`config.mk`:
```
export PLATFORM = sky130hd
export DESIGN_NAME = seg7_scan_driver
export DESIGN_NICKNAME = d
export VERILOG_FILES = /design/src/rtl/seg7_scan_driver.sv
export SDC_FILE = /design/constraint.sdc
export NUM_CORES = 1
export LEC_CHECK = 0
export BUFFER_PORTS_ARGS = -buffer_cell sky130_fd_sc_hd__buf_2
export CAP_MARGIN = 30
export CELL_PAD_IN_SITES_DETAIL_PLACEMENT = 1
export CELL_PAD_IN_SITES_GLOBAL_PLACEMENT = 1
export CORE_MARGIN = 2
export CORE_UTILIZATION = 38
export CTS_BUF_LIST = sky130_fd_sc_hd__clkbuf_8
export DETAILED_ROUTE_END_ITERATION = 7
export GPL_TIMING_DRIVEN = 1
export PLACE_DENSITY = 0.79
export SLEW_MARGIN = 30
export SYNTH_ARGS = -nofsm -noshare
export SYNTH_HDL_FRONTEND = slang
export SYNTH_SLANG_ARGS = --single-unit
```
`constraint.sdc`:
```
create_clock -name clk -period 8.7 [get_ports clk]
set_input_delay 1.74 -clock clk [delete_from_list [all_inputs] [get_ports clk]]
set_output_delay 1.74 -clock clk [all_outputs]
set_load 0.02 [all_outputs]
```
`src/rtl/seg7_scan_driver.sv`:
```
// Four-digit multiplexed seven-segment driver for an MM:SS display.
// The divided scan and blink clocks are sampled as ordinary level inputs and
// rise-detected against clk; the display outputs are fully registered.
module seg7_scan_driver #(
  parameter bit LEADING_ZERO   = 1'b1,
  parameter bit SEG_ACTIVE_LOW = 1'b1
) (
  input  logic       clk,
  input  logic       rst,
  input  logic       clk_faster,
  input  logic       clk_blink,
  input  logic       adjust,
  input  logic       sel,
  input  logic [5:0] minutes,
  input  logic [5:0] seconds,
  output logic [3:0] an,
  output logic [6:0] seg
);

  // Active-low encodings; polarity is applied only at the output register.
  localparam logic [3:0] AnOff   = 4'b1111;
  localparam logic [6:0] SegOff  = 7'b1111111;
  localparam logic [6:0] SegDash = 7'b0111111;
  localparam logic [3:0] AnRst   = SEG_ACTIVE_LOW ? AnOff : ~AnOff;
  localparam logic [6:0] SegRst  = SEG_ACTIVE_LOW ? SegOff : ~SegOff;

  logic       faster_q, blink_q;
  logic       rise_f, rise_b;
  logic [1:0] scan_idx_q, scan_idx_d;
  logic       blink_phase_q, blink_phase_d;
  logic [3:0] an_q, an_d;
  logic [6:0] seg_q, seg_d;

  logic       field_is_min;
  logic [5:0] field_val;
  logic [5:0] tens_full, ones_full;
  logic [3:0] digit;
  logic [6:0] seg_lo;
  logic [3:0] an_lo;
  logic       blank;

  // Rising-edge pulses of the divided clocks; a level already high right
  // after reset counts as a rise because the history registers reset to 0.
  always_comb begin
    rise_f = clk_faster & ~faster_q;
    rise_b = clk_blink & ~blink_q;
  end

  // Scan position and blink phase advance independently on their rises.
  always_comb begin
    scan_idx_d    = scan_idx_q;
    blink_phase_d = blink_phase_q;
    if (rise_f) scan_idx_d = scan_idx_q + 2'd1;
    if (rise_b) blink_phase_d = ~blink_phase_q;
  end

  // Select the digit for the current scan position and decode it.
  always_comb begin
    field_is_min = scan_idx_q[1];
    field_val    = field_is_min ? minutes : seconds;
    tens_full    = field_val / 6'd10;
    ones_full    = field_val % 6'd10;
    digit        = scan_idx_q[0] ? tens_full[3:0] : ones_full[3:0];

    unique case (digit)
      4'd0:    seg_lo = 7'b1000000;
      4'd1:    seg_lo = 7'b1111001;
      4'd2:    seg_lo = 7'b0100100;
      4'd3:    seg_lo = 7'b0110000;
      4'd4:    seg_lo = 7'b0011001;
      4'd5:    seg_lo = 7'b0010010;
      4'd6:    seg_lo = 7'b0000010;
      4'd7:    seg_lo = 7'b1111000;
      4'd8:    seg_lo = 7'b0000000;
      4'd9:    seg_lo = 7'b0010000;
      default: seg_lo = SegDash;
    endcase
    // Out-of-range values show a dash on both digits of the field.
    if (field_val > 6'd59) seg_lo = SegDash;

    an_lo = ~(4'b0001 << scan_idx_q);

    // Flash the selected field in adjust mode; optionally suppress a
    // leading zero on the minutes-tens digit.
    blank = (adjust && blink_phase_q && (field_is_min == ~sel)) ||
            (!LEADING_ZERO && (scan_idx_q == 2'd3) && (minutes < 6'd10));
    if (blank) begin
      an_lo  = AnOff;
      seg_lo = SegOff;
    end

    an_d  = SEG_ACTIVE_LOW ? an_lo : ~an_lo;
    seg_d = SEG_ACTIVE_LOW ? seg_lo : ~seg_lo;
  end

  // State and output registers with synchronous reset.
  always_ff @(posedge clk) begin
    if (rst) begin
      faster_q      <= 1'b0;
      blink_q       <= 1'b0;
      scan_idx_q    <= 2'd0;
      blink_phase_q <= 1'b0;
      an_q          <= AnRst;
      seg_q         <= SegRst;
    end else begin
      faster_q      <= clk_faster;
      blink_q       <= clk_blink;
      scan_idx_q    <= scan_idx_d;
      blink_phase_q <= blink_phase_d;
      an_q          <= an_d;
      seg_q         <= seg_d;
    end
  end

  assign an  = an_q;
  assign seg = seg_q;

endmodule

```
==> flow_summary.toml <==
[cts]
numCtsBuffers = 3
hold_buffers = 0
ctsLongestPathBuffers = 2
cts_tree = "yes"
htree_num_levels = 1
clockRootBuffer = "clkbuf_8"
clock_latency_ns = 0.25
cts_setup_buffers = 0
clk_pin_slew_ns = 0.06
cts_num_sinks = 16
cts_resized = 0

[critical_path]
required_ns = 8.89
cp-start-kind = "input port"
crit_cells = 12
slowest_stage = "nor3_1"
critPathTopFamily = "compound AO/OA/AOI/OAI gates"
rr_worst_depth = 11
worst_path_largest_cell_delay_ns = 0.51
crit_fanout = 10
crit_buf_inv = 3
crit_path_end_kind = "register"
path_cells = "buf_2 -> mux2i_4 -> inv_1 -> ha_1 -> a32oi_1 -> o221ai_1 -> and4_1 -> nor3_1 -> inv_1 -> ha_1 -> a21o_1 -> o21ai_1"
crit_arrival_ns = 4.80
critPathKind = "in -> reg"

[min_path]
hold_path_depth = 2
hp-class = "reg -> reg"

[floorplanning]
core_area_um2 = 2780
die_area_um2 = 3430
die_w_um = 58.6
fp.dieH_um = 58.6
ioPinCount = 29
rows = 19
start_util_pct = 40.7

[global_route]
grt_antenna_before_repair = 0
grt_pass1_vias = 1109
grt_max_degree = 18
overflow = 0
globalRouteTotalUtil_pct = 18.5
grt_pass1_wl_mm = 4.90

[place]
pre_cts_ws_ns = 3.92
placed_cells = 180
io_buffers = 28
globalplace.congestion = 0.814
post-dp-hpwl_mm = 2.15

[layout]
seqCellArea_um2 = 320
final_cells = 184
area_delta_synth_final_pct = 18.3
drive_gt1_share_pct = 25.5
nets = 182
antenna_cells = 0
multiInputGateArea_um2 = 749
n_fill_cell = 337

[sta]
setup_tns_ns = 0
slew_violations = 0
fin_hold_ws_ns = 0.532
tightest_slew_ns = 0.839
rsz0062_at_grt = "no"
hold_viol_final = 0
max_freq_mhz = 217
fin_crit_sh_pct = 53.1
relSlewSlack_pct = 44.0
finalClockSkew_ns = 0.00128
min_period_ns = 4.62
finalSetupViolations = 0
setup_slack_ns = 4.08

[yosys]
synth-async-reset-ratio_pct = 0
syn_area_um2 = 1130
synth.most_common_cell = "dfxtp_1"
synthTopCellsByCount = "16 x dfxtp_1, 10 x ha_1, 9 x inv_1"
yosysSeqAreaShare_pct = 28.3
ys_types = 43
syn_nets = 152
yosys.area.top_type = "dfxtp_1"
synth_edf_count = 0
ys_seq_elements = 16
yosys_warnings = 0
synthTopCellsByArea = "dfxtp_1 28%, ha_1 11%, mux2i_1 7.1%"
avgSynthCellArea_um2 = 9.12
synthFlopType = "dfxtp_1"
synth_top_area_share_pct = 28.3
syn_inst = 124

[route]
routed_wl_mm = 2.90
first_pass_iters = 4
vias_per_cell = 5.65
wl_per_cell_um = 15.8
drc = 0
antenna_left = 0
drtIter0Drc = 27
vias = 1040

[outcome]
run_status = "completed"

[pwr]
power_density_nw_per_um2 = 189
peakVddDrop_mv = 0.114
power_leakage_nw = 0.590

[flow_run]
maxCapViolations = 0
## through the flow
| step | utilization [%] | power [W] | area, um2 |
|---|---|---|---|
| after CTS | 48.1 | 0.000255 | 1340 |
| after global routing | 48.1 | 0.000270 | 1340 |
| after global placement | 46.1 | 0.000183 | 1280 |
| after floorplan | - | 0.000162 | 1130 |
| after detailed placement | 46.1 | 0.000187 | 1280 |
| final | 48.1 | 0.000253 | 1340 |
## power by group
| part | switching (W) | internal (W) |
|---|---|---|
| registers | 0.00000558 | 0.0000830 |
| logic | 0.0000583 | 0.0000397 |
| clock network | 0.0000264 | 0.0000402 |
## flip-flops by register name (all words and copies together) (netlist names)
register,flops
scan_idx_q,2
seg,7
blink_phase_q,1
blink_q,1
an,4
faster_q,1
## worst paths after layout
| check | start | end | slack (ns) |
|---|---|---|---|
| hold reg to reg | blink_phase_q | blink_phase_q | 0.53 |
| setup / recovery | seconds[3] | seg[3] | 4.08 |
| setup reg to reg | scan_idx_q[1] | seg[3] | 4.62 |
| hold / removal | blink_phase_q | blink_phase_q | 0.53 |
## placed cells by master (no fill, tap or decap), types with 2 or more instances in the layout
cell type / instances
a21oi_1: 7
nor2_1: 8
nand2b_1: 2
nand2_1: 7
ha_1: 10
nand3_1: 4
o21ai_0: 5
buf_2: 28
xnor2_1: 2
nand3b_1: 2
inv_1: 9
mux2_4: 2
dfxtp_1: 16
mux2i_1: 8
a32oi_1: 2
a211o_1: 2
clkbuf_8: 4
o211a_1: 2
a211oi_1: 2
mux2_2: 3
a21o_1: 2
nor2b_1: 4
o31ai_1: 2
## kinds of logic (layout without fill, tap and decap cells)
kind of cell               after synthesis  in the layout  synth area share (%)
AOI/OAI and AO/OA                       35             35                  22.3
xor gates and xnor gates                 3              3                  2.32
adders and majority gates               10             10                  11.1
buffers and inverters                   12             41                  5.42
DFF                                     16             16                  28.3
muxes                                   14             14                  14.7
and+or+nand+nor                         34             34                  15.8
## final cells by class
class / count / area share (%)
Clock buffer: 4 / 4.12
Inverter: 9 / 2.53
Multi-Input combinational cell: 96 / 56.0
Sequential cell: 16 / 23.9
Tap cell: 31 / 2.90
Timing Repair Buffer: 28 / 10.5
## routing by layer
layer	global-route usage, %	vias up	wire (um)
met5	0	-	0
met4	8.31	0	66
met3	2.42	7	122
met2	32.7	27	1410
met1	22.1	491	1300
li1	-	515	-
## worst register-to-register path, cell delays in order (launching register included)
cell and delay, ns:
dfxtp_1 0.87, mux2i_4 0.50, inv_1 0.16, ha_1 0.38
a32oi_1 0.29, o221ai_1 0.26, and4_1 0.29, nor3_1 0.51
inv_1 0.14, ha_1 0.34, a21o_1 0.16, o21ai_1 0.11
Power figures use the tool's default switching activity.
